### config.mk
export PLATFORM = sky130hd
export DESIGN_NAME = keypad_4x4_scanner
export DESIGN_NICKNAME = d
export VERILOG_FILES = /design/src/rtl/keypad_pkg.sv /design/src/rtl/keypad_debounce_cnt.sv /design/src/rtl/keypad_4x4_scanner.sv
export SDC_FILE = /design/constraint.sdc
export NUM_CORES = 1
export LEC_CHECK = 0
export CAP_MARGIN = 10
export CORE_UTILIZATION = 35
export CTS_BUF_LIST = sky130_fd_sc_hd__clkbuf_16
export CTS_CLUSTER_DIAMETER = 30
export DETAILED_ROUTE_END_ITERATION = 10
export DONT_BUFFER_PORTS = 1
export GPL_TIMING_DRIVEN = 0
export SETUP_SLACK_MARGIN = 0.4
export SLEW_MARGIN = 20
export SYNTH_ARGS = -nofsm -noshare
export SYNTH_HDL_FRONTEND = slang
export SYNTH_SLANG_ARGS = --single-unit
### constraint.sdc
create_clock -name clk -period 5.1 [get_ports clk]
set_input_delay 1.02 -clock clk [delete_from_list [all_inputs] [get_ports clk]]
set_output_delay 1.02 -clock clk [all_outputs]
set_load 0.01 [all_outputs]
### src/rtl/keypad_pkg.sv
// Shared constants for the 4x4 keypad scanner: FSM encoding, special key
// codes and the {row,col} -> hex key map.
package keypad_pkg;

    localparam logic [1:0] ST_SCAN     = 2'd0;
    localparam logic [1:0] ST_DEBOUNCE = 2'd1;
    localparam logic [1:0] ST_PRESSED  = 2'd2;

    typedef enum logic [1:0] {
        SCAN     = ST_SCAN,
        DEBOUNCE = ST_DEBOUNCE,
        PRESSED  = ST_PRESSED
    } state_t;

    localparam logic [3:0] KEY_BLANK = 4'hF;
    localparam logic [3:0] KEY_CLEAR = 4'hE;
    localparam logic [3:0] KEY_BACK  = 4'hF;

    // Indexed by {row[1:0], col[1:0]}; highest index listed first.
    localparam logic [15:0][3:0] KEY_MAP = {
        4'hD, 4'hF, 4'h0, 4'hE,   // row 3: *  0  #  D
        4'hC, 4'h9, 4'h8, 4'h7,   // row 2: 7  8  9  C
        4'hB, 4'h6, 4'h5, 4'h4,   // row 1: 4  5  6  B
        4'hA, 4'h3, 4'h2, 4'h1    // row 0: 1  2  3  A
    };

endpackage

### src/rtl/keypad_debounce_cnt.sv
// Column dwell tick generator and saturating match counter used by the
// keypad scanner FSM to debounce presses and releases.
module keypad_debounce_cnt #(
    parameter int SCAN_DIV       = 50000,
    parameter int DEBOUNCE_SCANS = 4
) (
    input  logic clk,
    input  logic reset,
    input  logic cnt_clr,
    input  logic cnt_inc,
    output logic tick,
    output logic cnt_last
);

    localparam int DIV_W = (SCAN_DIV > 2) ? $clog2(SCAN_DIV) : 1;
    localparam int CNT_W = $clog2(DEBOUNCE_SCANS + 1);

    logic [DIV_W-1:0] div_cnt;
    logic [CNT_W-1:0] deb_cnt;

    assign tick = (div_cnt == DIV_W'(SCAN_DIV - 1));

    // One more matching tick would reach the threshold; lets the FSM act on
    // the threshold in the same tick without a combinational loop.
    assign cnt_last = (deb_cnt >= CNT_W'(DEBOUNCE_SCANS - 1));

    // Free-running dwell counter, wraps at SCAN_DIV-1.
    always_ff @(posedge clk or negedge reset) begin
        if (!reset) begin
            div_cnt <= '0;
        end else if (tick) begin
            div_cnt <= '0;
        end else begin
            div_cnt <= div_cnt + 1'b1;
        end
    end

    // Match counter: clear wins over increment, saturates at the threshold.
    always_ff @(posedge clk or negedge reset) begin
        if (!reset) begin
            deb_cnt <= '0;
        end else if (cnt_clr) begin
            deb_cnt <= '0;
        end else if (cnt_inc && (deb_cnt != CNT_W'(DEBOUNCE_SCANS))) begin
            deb_cnt <= deb_cnt + 1'b1;
        end
    end

endmodule

### src/rtl/keypad_4x4_scanner.sv
// 4x4 matrix keypad scanner with press/release debouncing.
// Optional feature macro: KEYPAD_DIGIT_BUF_EN enables the five-digit BCD
// entry buffer on digit_0..digit_4; otherwise those outputs are tied blank.
module keypad_4x4_scanner
    import keypad_pkg::*;
#(
    parameter int SCAN_DIV       = 50000,
    parameter int DEBOUNCE_SCANS = 4
) (
    input  logic       clk,
    input  logic       reset,
    input  logic [3:0] row_in,
    output logic [3:0] col_out,
    output logic [3:0] key_code,
    output logic       key_valid,
    output logic       key_held,
    output logic [3:0] digit_0,
    output logic [3:0] digit_1,
    output logic [3:0] digit_2,
    output logic [3:0] digit_3,
    output logic [3:0] digit_4
);

    logic [3:0] rows_p0, rows_s;
    logic [1:0] row_sel, lat_row, lat_row_nxt;
    logic [1:0] col_idx, col_idx_nxt;
    logic [3:0] acc_idx;
    logic       tick, cnt_last, cnt_clr, cnt_inc;
    logic       accept, release_done, any_low, lat_low;
    state_t     state, state_nxt;

    keypad_debounce_cnt #(
        .SCAN_DIV      (SCAN_DIV),
        .DEBOUNCE_SCANS(DEBOUNCE_SCANS)
    ) u_deb (
        .clk     (clk),
        .reset   (reset),
        .cnt_clr (cnt_clr),
        .cnt_inc (cnt_inc),
        .tick    (tick),
        .cnt_last(cnt_last)
    );

    // Two-flop synchronizer for the asynchronous row lines (idle high).
    always_ff @(posedge clk or negedge reset) begin
        if (!reset) begin
            rows_p0 <= 4'hF;
            rows_s  <= 4'hF;
        end else begin
            // stage p0 -> s
            rows_p0 <= row_in;
            rows_s  <= rows_p0;
        end
    end

    assign any_low = (rows_s != 4'hF);
    assign lat_low = ~rows_s[lat_row];

    // Lowest-numbered active row wins.
    always_comb begin
        if (!rows_s[0])      row_sel = 2'd0;
        else if (!rows_s[1]) row_sel = 2'd1;
        else if (!rows_s[2]) row_sel = 2'd2;
        else                 row_sel = 2'd3;
    end

    // Next-state logic; everything advances only on the dwell tick.
    always_comb begin
        state_nxt    = state;
        col_idx_nxt  = col_idx;
        lat_row_nxt  = lat_row;
        cnt_clr      = 1'b0;
        cnt_inc      = 1'b0;
        accept       = 1'b0;
        release_done = 1'b0;
        acc_idx      = {lat_row, col_idx};
        if (tick) begin
            case (state)
                SCAN: begin
                    if (any_low) begin
                        lat_row_nxt = row_sel;
                        acc_idx     = {row_sel, col_idx};
                        cnt_inc     = 1'b1;
                        if (cnt_last) begin
                            // Single-scan debounce accepts on the detecting tick.
                            accept    = 1'b1;
                            cnt_clr   = 1'b1;
                            state_nxt = PRESSED;
                        end else begin
                            state_nxt = DEBOUNCE;
                        end
                    end else begin
                        col_idx_nxt = col_idx + 2'd1;
                    end
                end
                DEBOUNCE: begin
                    if (lat_low) begin
                        cnt_inc = 1'b1;
                        if (cnt_last) begin
                            accept    = 1'b1;
                            cnt_clr   = 1'b1;
                            state_nxt = PRESSED;
                        end
                    end else begin
                        cnt_clr     = 1'b1;
                        state_nxt   = SCAN;
                        col_idx_nxt = col_idx + 2'd1;
                    end
                end
                PRESSED: begin
                    if (!lat_low) begin
                        cnt_inc = 1'b1;
                        if (cnt_last) begin
                            cnt_clr      = 1'b1;
                            release_done = 1'b1;
                            state_nxt    = SCAN;
                            col_idx_nxt  = col_idx + 2'd1;
                        end
                    end else begin
                        cnt_clr = 1'b1;
                    end
                end
                default: begin
                    cnt_clr   = 1'b1;
                    state_nxt = SCAN;
                end
            endcase
        end
    end

    // FSM, column drive and key outputs.
    always_ff @(posedge clk or negedge reset) begin
        if (!reset) begin
            state     <= SCAN;
            col_idx   <= 2'd0;
            lat_row   <= 2'd0;
            col_out   <= 4'b1111;
            key_code  <= 4'h0;
            key_valid <= 1'b0;
            key_held  <= 1'b0;
        end else begin
            state     <= state_nxt;
            col_idx   <= col_idx_nxt;
            lat_row   <= lat_row_nxt;
            col_out   <= ~(4'b0001 << col_idx_nxt);
            key_valid <= accept;
            if (accept) begin
                key_code <= KEY_MAP[acc_idx];
                key_held <= 1'b1;
            end else if (release_done) begin
                key_held <= 1'b0;
            end
        end
    end

`ifdef KEYPAD_DIGIT_BUF_EN
    logic [4:0][3:0] dig;

    // Entry buffer: digits shift in from the right, * clears, # backspaces.
    always_ff @(posedge clk or negedge reset) begin
        if (!reset) begin
            dig <= {5{KEY_BLANK}};
        end else if (key_valid) begin
            if (key_code <= 4'h9) begin
                dig <= {dig[3:0], key_code};
            end else if (key_code == KEY_CLEAR) begin
                dig <= {5{KEY_BLANK}};
            end else if (key_code == KEY_BACK) begin
                dig <= {KEY_BLANK, dig[4:1]};
            end
        end
    end

    assign digit_0 = dig[0];
    assign digit_1 = dig[1];
    assign digit_2 = dig[2];
    assign digit_3 = dig[3];
    assign digit_4 = dig[4];
`else
    assign digit_0 = KEY_BLANK;
    assign digit_1 = KEY_BLANK;
    assign digit_2 = KEY_BLANK;
    assign digit_3 = KEY_BLANK;
    assign digit_4 = KEY_BLANK;
`endif

endmodule

Yosys cells after proc, flatten, opt, wreduce, memory -nomap -nowiden
Memories as Yosys holds them, arrays and structs flattened. A register that Yosys moved wholly into a read port is not among the register bits.
Cells that the tools add are included.
- $mul: 0
- $lt $le $gt $ge: 2
- bitwise operators: 1
- eq/ne operators: 9
- shifts and indexed selects: 1
- add/subtract/negate cells: 3
- reductions and logical operators: 7
- multiplexer cells: 43
- divide/modulo/power cells: 0
- operators by type and width (operator ; count):
    2-to-1 mux 2 bit ; 13
    2-to-1 mux 1 bit ; 18
    adder 16 x 1 -> 16 bit, second input constant ; 1
    == test 16 bit, second input constant ; 1
    2-to-1 mux 16 bit ; 1
    2-to-1 mux 4 bit ; 3
    case mux 2 bit (3 select lines) ; 2
    2-to-1 mux 3 bit ; 2
    != test 2 bit, second input constant ; 3
    != test 3 bit, second input constant ; 2
    case mux 1 bit (3 select lines) ; 2
    AND reduction 5 bit ; 1
    != test 4 bit, second input constant ; 1
    inverter 4 bit ; 1
    nonzero test 2 bit ; 2
    left shift 1 x 2 -> 4 bit, first input constant ; 1
    adder 3 x 1 -> 3 bit, second input constant ; 1
    greater-or-equal comparator 3 x 2 -> 1 bit, second input constant ; 1
    < comparator 2 x 3 -> 1 bit, second input constant ; 1
    AND reduction 3 bit ; 1
    adder 2 x 1 -> 2 bit, second input constant ; 1
    binary-select mux 1 bit (select 2 bit) ; 1
    == test 2 x 1 -> 1 bit, second input constant ; 1
    == test 2 bit, second input constant ; 1
    4 further kinds ; 4
- RAM bits: 0
- bits in read-only memories: 64
- memories: 1
- flip-flop bits (word level): 39
- bits of input ports: 6
- bits in latches: 0
- memories (name ; depth ; bits a word ; rd ports ; clocked after memory_dff ; wr ports ; line ; source):
    (name not given) ; 16 ; 4 ; 1 ; 1 ; 0 ; keypad_4x4_scanner.sv:148 ; key_code <= KEY_MAP[acc_idx];

Longest topological paths before layout
Gate-level depths: netlist of run 1.
- depth in word-level cells: 8
- gate-level depth with buffers: 9
- gate-level depth less buffers: 9

Cells and area by module
A second synthesis of run 1 with hierarchy kept.
- cells, all modules: 226
- area, all modules: 2284.7 um^2
- by module, submodules not included (module ; seq. area each (um^2) ; cells an instance ; instances ; area an instance (um^2)):
    keypad_4x4_scanner ; 615.6 ; 132 ; 1 ; 1325.0
    keypad_debounce_cnt ; 475.5 ; 94 ; 1 ; 959.7

Least setup slack after synthesis of run 1
No wires, ideal clock.
- path kind: reg-to-reg
- start: register lat_row[0]
- end: register key_code[2]
- library setup time: 118 ps
- cell stages (with the launch flop): 8
- buffers on the path: 0
- clock period less this slack: 2222 ps
- required time: 4982 ps
- data arrival time: 2104 ps
- setup slack: 2878 ps
- path through: dfrtp_1 -> mux4_2 -> o21a_1 -> nor3b_2 -> nand2_1 -> inv_1 -> mux2_2 -> a21o_1
- word-level cells in the longest chain between the ends: 5
- elaborated cells on any way between the ends: 8
- RTL lines (element ; line ; source):
    start: declaration ; keypad_4x4_scanner.sv:25 ; logic [1:0] row_sel, lat_row, lat_row_nxt;
    start signal: assignment ; keypad_4x4_scanner.sv:144 ; lat_row <= lat_row_nxt;
    binary-select mux 1 bit (select 2 bit) ; keypad_4x4_scanner.sv:57 ; assign lat_low = ~rows_s[lat_row];
    2-to-1 mux 1 bit (implied by the code) ; keypad_4x4_scanner.sv:57 ;
    2-to-1 mux 1 bit ; keypad_4x4_scanner.sv:97 ; if (lat_low) begin
    case mux 1 bit (2 select lines) ; keypad_4x4_scanner.sv:78 ; case (state)
    2-to-1 mux 1 bit ; keypad_4x4_scanner.sv:77 ; if (tick) begin
    via accept ; keypad_4x4_scanner.sv:29 ; logic accept, release_done, any_low, lat_low;
    end: declaration ; keypad_4x4_scanner.sv:14 ; output logic [3:0] key_code,
The timed path passes the listed nets, and every way through them passes these cells. The select of a mux whose other input is x is not followed.
A chain may end at the register's enable or synchronous reset.

Worst setup path after layout of run 1
- start: register u_deb.div_cnt[10]
- end: register key_code[2]
- word-level cells in the longest chain between the ends: 2
- elaborated cells on any way between the ends: 3
- RTL lines (element ; line ; source):
    start: declaration ; keypad_debounce_cnt.sv:18 ; logic [DIV_W-1:0] div_cnt;
    start signal: assignment ; keypad_debounce_cnt.sv:34 ; div_cnt <= div_cnt + 1'b1;
    == test 16 bit ; keypad_debounce_cnt.sv:21 ; assign tick = (div_cnt == DIV_W'(SCAN_DIV - 1));
    2-to-1 mux 1 bit ; keypad_4x4_scanner.sv:77 ;
    via accept ; keypad_4x4_scanner.sv:29 ;
The timed path passes the listed nets, and every way through them passes these cells.

==> out/results.ini, run 1 <==
[hold_path]
hold_path_class = reg -> reg

[grt]
grt.overflow.total = 0
grt_pass1_vias = 1519
grt.met1_usage_pct = 16.1
antenna_found_initial = 0
busiest_layer = met2
grt_pass1_wl_um = 7050
grt_usage_pct = 12.6
grt_max_degree = 44
gr-usage-met3_pct = 2.19
grt_use_met2_pct = 20.6

[sta]
slew_headroom_pct = 62.1
finalSetupTns_ns = 0
fmax_ghz = 0.396
finalMaxSlewViolations = 0
rsz0062_at_grt = false
hold_viol = 0
timing.final.crit_period_ns = 2.53
fin_crit_sh_pct = 49.5
clock_skew_ns = 0.00285
timing.hold.ws_ns = 0.354
setup_viol = 0
worst_pin_slew_ns = 0.568

[synthesis]
ys.flop_type = dfrtp_1
ys_ff_latch = 43
synth_top_area_cell = dfrtp_1
synth_top_area_share_pct = 33.9
synth_area_leaders = dfrtp_1 34%, dfstp_2 14%, buf_4 6.6%
ys_warn_count = 0
synthArstFlopShare_pct = 100
syn-instance-count = 220
yosysSeqAreaShare_pct = 47.6
syn_area_sq_um = 2290
synth_edf_count = 0
synth_cell_types = 51
avgSynthCellArea_sq_um = 10.4

[power]
power_mw = 0.676
max-vdd-ir-drop_v = 0.000183
pwr_density_cell_nw_per_um2 = 260
cellLeakagePower_nw = 1.19

[placement]
place_area_sq_um = 2460
port_buffers = 0
gp_congestion = 0.811
dp.final_hpwl_um = 2830

[floorplanning]
fp.dieH_um = 82.9
die_w_um = 82.9
initial_utilization_pct = 36.1
coreArea_sq_um = 6350
io_pins = 36
die_area_sq_um = 6870
rows = 29

[critical_path]
path_class = reg -> reg
crit_fanout = 6
start_kind = register
reg2reg_from = u_deb.div_cnt[10]
end_kind = register
cp_data_required_time_ns = 5.28
reg2regPathDepth = 7
cp.arrival_ns = 2.70
cp-endpoint = key_code[2]
reg2reg_slack_ns = 2.57
startpoint = u_deb.div_cnt[10]
timing.rr.end = key_code[2]

[cts]
post_cts_hold_buffer_count = 0
cts.sinks = 43
h-tree-depth = 2
cts_root_buf = clkbuf_16
cts_tree = yes
clock_latency_ns = 0.28
path_clk_slew_ns = 0.06
post_cts_buffers = 0
cts_buffers = 5
cts_resized = 0
cts_max_path_buffers = 2

[final_layout]
antenna_cells_inserted = 0
finish.instance_area_sq_um = 2600
fill_cells = 622
areaGrowthSynthToFinish_pct = 13.4
drive_above_1_share_pct = 22.7
nNetsFinal = 260

[routing]
viasPerCell = 4.75
drc = 0
vias = 1540
drt-initial-drc-count = 42
firstDrtPassIters = 4
wl_per_cell_um = 12.3
routed_wl_um = 3980
ant_nets = 0

[status]
status = finished, final reports clean

[flow_run]
cap_viol_max_count = 0

-- layout by cell type (no fill, tap or decap), types with 2 or more instances in the layout --
cell type  count
a211oi_1       2
dfstp_2       12
nand4_1        5
xnor2_1        7
ha_1           8
nor2_1        21
mux2_2         3
and3_1         5
nor3_1         2
a21boi_0       2
xor2_1         7
buf_4         20
a21oi_1        7
nor4b_4        2
nor2b_1        3
clkbuf_1       2
nand3_1        7
o21ai_0        7
nand2_1       23
clkbuf_16      5
a31oi_1        4
mux2i_1        2
conb_1        20
dfrtp_1       31
clkinv_2       3
inv_1          9
a221o_1        2
-- area by class of cell --
cell class | count | area (sq um) | share of cell area, %
Clock inverter | 3 | 15.0 | 0.578
Tap cell | 77 | 96.3 | 3.71
Inverter | 10 | 37.5 | 1.44
Buffer | 23 | 163 | 6.26
Multi-Input combinational cell | 163 | 1070 | 41.2
Sequential cell | 43 | 1090 | 42.0
Clock buffer | 5 | 125 | 4.81
-- sequential cells by signal, summed over array words and instances, names as in the netlist --
register	flops
u_deb.div_cnt	16
col_out	4
key_code	4
rows_p0	4
rows_s	4
u_deb.deb_cnt	3
col_idx	2
lat_row	2
state	2
key_held	1
key_valid	1
-- critical path: stages (launching register included) --
cell and delay, ns:
dfrtp_1 0.44, nor4b_4 0.36, nand4_1 0.40, nor3b_2 0.34
nand2_1 0.21, inv_1 0.19, mux2_2 0.35, a21o_1 0.15
-- logic make-up after synthesis --
group           after synthesis  synth area share [%]
compound gates               36                  11.1
mux                           6                  3.33
flops                        43                  47.6
simple gates                 79                  19.3
other cells                   1                 0.164
buf+inv                      33                  8.74
fa+ha+maj                     8                  4.37
xor+xnor                     14                  5.35
-- routing by layer --
metal  part of all wire (%)  vias to the layer above
met2                     47                       36
met1                     47                      723
li1                       -                      776
met4                    2.1                        0
met3                    4.1                        5
met5                      0                        -
-- per-stage QoR --
step	worst slack, ns	utilization [%]	std cells
finish	2.57	40.9	324
global route	2.40	40.9	324
CTS	2.56	40.9	324
detailed placement	2.59	38.7	316
global placement	2.59	38.7	316
floorplan	2.88	-	239
-- power by group --
group	total, mW	leakage [nW]	internal (mW)	switching, mW
Sequential	0.350	0.545	0.347	0.00238
Clock	0.303	0.0733	0.178	0.125
Combinational	0.0228	0.571	0.0118	0.0110
Total	0.676	1.19	0.538	0.138
-- cells in the mapped netlist (3+ instances only) --
library cell and count:
nor2b_1 3, nand4_1 5, nand3_1 7, xor2_1 7, ha_1 8, buf_4 20, inv_1 9, nand2_1 23
a21oi_1 7, mux2_2 3, nor2_1 21, dfrtp_1 31, o21ai_0 7, and3_1 5, dfstp_2 12, xnor2_1 7
a31oi_1 4
-- worst min path at each step --
stage,start,to,cells after the start
after detailed placement,rows_p0[2],rows_s[2],0
after global routing,rows_p0[3],rows_s[3],0
after CTS,rows_p0[2],rows_s[2],0
final,rows_p0[2],rows_s[2],0
after global placement,rows_p0[0],rows_s[0],0
after floorplan,rows_p0[0],rows_s[0],0
Note: power is estimated with default switching activity, not from simulation.
==> inputs of run 2 (changes only) <==
- clock period: 5.1 -> 2.2 ns (I/O delays scaled with it)
==> out/results.ini, run 2 (synthesized netlist as in run 1, its figures left out) <==
[grt]
grt_max_degree = 44
antenna_found_initial = 0
grt_pass1_vias = 1571
grt_pass1_wl_um = 7220
grt.overflow.total = 0
grt_usage_pct = 12.9

[critical_path]
timing.rr.end = key_code[0]
crit_buf_inv = 2
crit_path_top_delay_cell = dfrtp_2
end_kind = register
crit_chain = nor4b_4 -> nand4_1 -> buf_4 -> nor3b_4 -> nand2_2 -> buf_6 -> a2111oi_4 -> a22o_1
reg2regPathDepth = 8
path_class = reg -> reg
reg2reg_from = u_deb.div_cnt[5]
start_kind = register
max_stage_delay_ns = 0.45
reg2reg_slack_ns = 0.08
cp.arrival_ns = 2.34
cp_top_family = simple AND/OR/NAND/NOR gates
cp_data_required_time_ns = 2.42
crit_fanout = 5

[power]
max-vdd-ir-drop_v = 0.000449
cellLeakagePower_nw = 1.33
pwr_density_cell_nw_per_um2 = 539
power_mw = 1.58

[sta]
clock_skew_ns = 0.00441
timing.hold.ws_ns = -0.000532
fmax_ghz = 0.472
timing.final.crit_period_ns = 2.12
layout_setup_ws_ns = 0.0799
finalMaxSlewViolations = 0
hold_viol = 2
rsz0062_at_grt = true
fin_crit_sh_pct = 96.4
setup_viol = 0

[cts]
h-tree-depth = 2
cts_tree = yes
cts.sinks = 43
cts_buffers = 5
cts_root_buf = clkbuf_16
path_clk_slew_ns = 0.06
cts_max_path_buffers = 2
clock_latency_ns = 0.28

[floorplanning]
io_pins = 36
fp.dieH_um = 82.9
initial_utilization_pct = 36.1
coreArea_sq_um = 6350
die_w_um = 82.9
die_area_sq_um = 6870
rows = 29

[placement]
dpl.cell_count = 316
gp_congestion = 0.814
port_buffers = 0
dp.final_hpwl_um = 2820
pre_cts_slack_ns = -0.193

[status]
violations = hold timing
status = finished with violations

[flow_run]
cap_viol_max_count = 0

[routing]
firstDrtPassIters = 4
wl_per_cell_um = 12.8
routed_wl_um = 4420
vias = 1662
viasPerCell = 4.83
drt-initial-drc-count = 64
drc = 0
ant_nets = 0

[final_layout]
mostFrequentLayoutCells = 34 x buf_4, 29 x dfrtp_1, 20 x nor2_1, 20 x conb_1, 19 x nand2_1
nNetsFinal = 280
largest_register_ffs = 16
final_common_cell = buf_4
drive_above_1_share_pct = 36.0
antenna_cells_inserted = 0
regMostFlops = u_deb.div_cnt
areaGrowthSynthToFinish_pct = 27.7
final_cells = 344
fill_cells = 572
final_core_util_pct = 46.1

[hold_path]
hold_path_class = in -> async

-- run 2: cell count changes in the layout (fill, tap and decap cells not counted), moves of 3 or more --
cell,previous run,this run
buf_4,20,34
buf_6,0,7
clkinv_2,3,0
mux2_2,3,0
mux2_4,0,3
nand2_1,23,19
nand2_2,0,4
o21ai_0,7,4
-- run 2: timing repair --
item / 4_1_cts / 5_1_grt
endpoints found under the setup margin: 25 / 19
buffers inserted: 13 / 6
pin swaps: 13 / 6
hold buffers: 1 / 0
hold endpoints to repair: 43 / 0
resized for setup: 18 / 25
-- run 2: worst max-delay path by stage --
stage                              to              start  cells after the start
after global routing      key_code[0]  u_deb.div_cnt[12]                      6
after detailed placement  key_code[2]   u_deb.div_cnt[5]                      7
after floorplan           key_code[2]         lat_row[0]                      7
after CTS                 key_code[0]  u_deb.div_cnt[12]                      6
after global placement    key_code[2]  u_deb.div_cnt[10]                      7
final                     key_code[0]   u_deb.div_cnt[5]                      8
-- run 2: power by group --
| part | switching [mW] | total, mW | internal [mW] |
|---|---|---|---|
| Combinational | 0.0422 | 0.0750 | 0.0329 |
| Sequential | 0.00567 | 0.811 | 0.805 |
| Clock | 0.283 | 0.691 | 0.408 |
| Total | 0.330 | 1.58 | 1.25 |
-- run 2: stage by stage --
stage                     setup TNS, ns  hold slack, ns  instance area (sq um)
after floorplan                       0           0.144                   2380
after global placement           -0.342           0.146                   2470
after detailed placement         -0.687           0.145                   2470
after CTS                             0          0.0104                   2790
after global routing           -0.00346         0.00708                   2930
final                                 0       -0.000532                   2930
-- run 2: routing by layer --
metal  routed length (um)  vias to the layer above  track usage (%)
li1                     -                      818                -
met1                 1920                      787             15.5
met2                 2200                       44             21.2
met3                  181                       13             3.48
met4                  121                        0             6.58
met5                    0                        -                0
-- run 2: final cells by class --
class                   instances  area, sq um  area share (%)
multi-input cells             163         1190            40.8
flip-flops and latches         43         1090            37.4
plain buffers                  23          188            6.41
repair buffers                 20          181            6.20
clock buffers                   5          125            4.28
well taps                      77         96.3            3.29
inverters                      10         37.5            1.28
clock inverters                 3         11.3           0.385
==> inputs of run 3 (changes only) <==
- clock period: 2.2 -> 2.76 ns (I/O delays scaled with it)
==> out/results.ini, run 3 (synthesized netlist as in run 1, its figures left out) <==
[status]
status = finished, final reports clean

[routing]
drc = 0
firstDrtPassIters = 4
wl_per_cell_um = 12.5
ant_nets = 0
vias = 1560
routed_wl_um = 4110
viasPerCell = 4.74
drt-initial-drc-count = 46

[sta]
hold_viol = 0
layout_setup_ws_ns = 0.506
rsz0062_at_grt = false
finalSetupTns_ns = 0
finalMaxSlewViolations = 0
clock_skew_ns = 0.00367
fmax_ghz = 0.444
setup_viol = 0
fin_crit_sh_pct = 81.7
timing.hold.ws_ns = 0.0927
timing.final.crit_period_ns = 2.25
slew_headroom_pct = 66.0
worst_pin_slew_ns = 0.510

[final_layout]
nNetsFinal = 265
drive_above_1_share_pct = 25.8
final_common_cell = dfrtp_1
finish.instance_area_sq_um = 2660
mostFrequentLayoutCells = 31 x dfrtp_1, 24 x buf_4, 21 x nand2_1, 21 x nor2_1, 20 x conb_1
regMostFlops = u_deb.div_cnt
final_core_util_pct = 41.9
antenna_cells_inserted = 0
areaGrowthSynthToFinish_pct = 16.0
fill_cells = 617
final_cells = 329
largest_register_ffs = 16

[cts]
cts.sinks = 43
clock_latency_ns = 0.28
cts_root_buf = clkbuf_16
cts_max_path_buffers = 2
cts_tree = yes
path_clk_slew_ns = 0.06
h-tree-depth = 2
cts_buffers = 5

[grt]
grt.overflow.total = 0
grt_pass1_vias = 1549
grt_max_degree = 32
grt_usage_pct = 12.7
antenna_found_initial = 0
grt_pass1_wl_um = 7150

[floorplanning]
coreArea_sq_um = 6350
rows = 29
io_pins = 36
die_area_sq_um = 6870
initial_utilization_pct = 36.1
fp.dieH_um = 82.9
die_w_um = 82.9

[critical_path]
path_class = reg -> reg
crit_fanout = 6
cp_data_required_time_ns = 2.94
cp.arrival_ns = 2.43
end_kind = register
start_kind = register

[flow_run]
cap_viol_max_count = 0

[power]
max-vdd-ir-drop_v = 0.000340
pwr_density_cell_nw_per_um2 = 475
cellLeakagePower_nw = 1.21
power_mw = 1.26

[hold_path]
hold_path_class = in -> async

[placement]
gp_congestion = 0.811
dp.final_hpwl_um = 2830
dpl.cell_count = 316
port_buffers = 0
place_area_sq_um = 2460
pre_cts_slack_ns = 0.250

-- run 3: cell count changes in the layout (fill, tap and decap cells not counted), moves of 3 or more --
cell,delta
mux2_2,+3
o21ai_0,+3
clkinv_2,+3
buf_4,-10
buf_6,-7
mux2_4,-3
-- run 3: final timing paths --
check | to | slack [ns] | cells after the start | from
worst min register to register | rows_s[2] | 0.35 | 0 | rows_p0[2]
worst max-delay path | key_code[2] | 0.51 | 7 | lat_row[0]
worst max register to register | key_code[2] | 0.51 | 7 | lat_row[0]
worst min-delay path | u_deb.div_cnt[10] | 0.09 | 1 | reset
max in group asynchronous | col_idx[1] | 2.49 | 1 | reset
min in group clk | rows_p0[2] | 0.26 | 0 | row_in[2]
-- run 3: what timing repair did --
item                       CTS  global route
cloned                       0             0
hold buffers                 1             0
hold endpoints to repair    31             0
resized for setup            1             3
setup endpoints to repair    1             5
setup buffers                2             2
pin swaps                    1             1
-- run 3: cell type report --
class                      count  area (sq um)  area share, %
sequential                    43          1090           41.1
timing repair buffer           5          50.0           1.88
multi-input combinational    163          1080           40.6
clock buffer                   5           125           4.71
tap                           77          96.3           3.63
clock inverter                 3          15.0          0.565
buffer                        23           163           6.12
inverter                      10          37.5           1.41
-- run 3: report_power, final --
part / total (mW) / leakage (nW) / internal, mW / switching, mW
Sequential: 0.646 / 0.545 / 0.642 / 0.00449
Clock: 0.562 / 0.0733 / 0.330 / 0.232
Combinational: 0.0553 / 0.595 / 0.0257 / 0.0296
-- run 3: per-layer routing --
layer	track usage (%)	share of wire [%]	up-vias
met4	6.11	2.0	0
met5	0	0	-
met1	16.0	46	737
met3	2.19	3.3	5
li1	-	-	788
met2	21.2	48	30
-- run 3: worst max-delay path, stage by stage, from the launching register on --
cell and delay, ns:
dfrtp_1 0.40, mux4_2 0.54, o21a_1 0.22, nor3b_2 0.22, nand2_2 0.16, inv_2 0.12
mux2_2 0.33, a21o_1 0.15
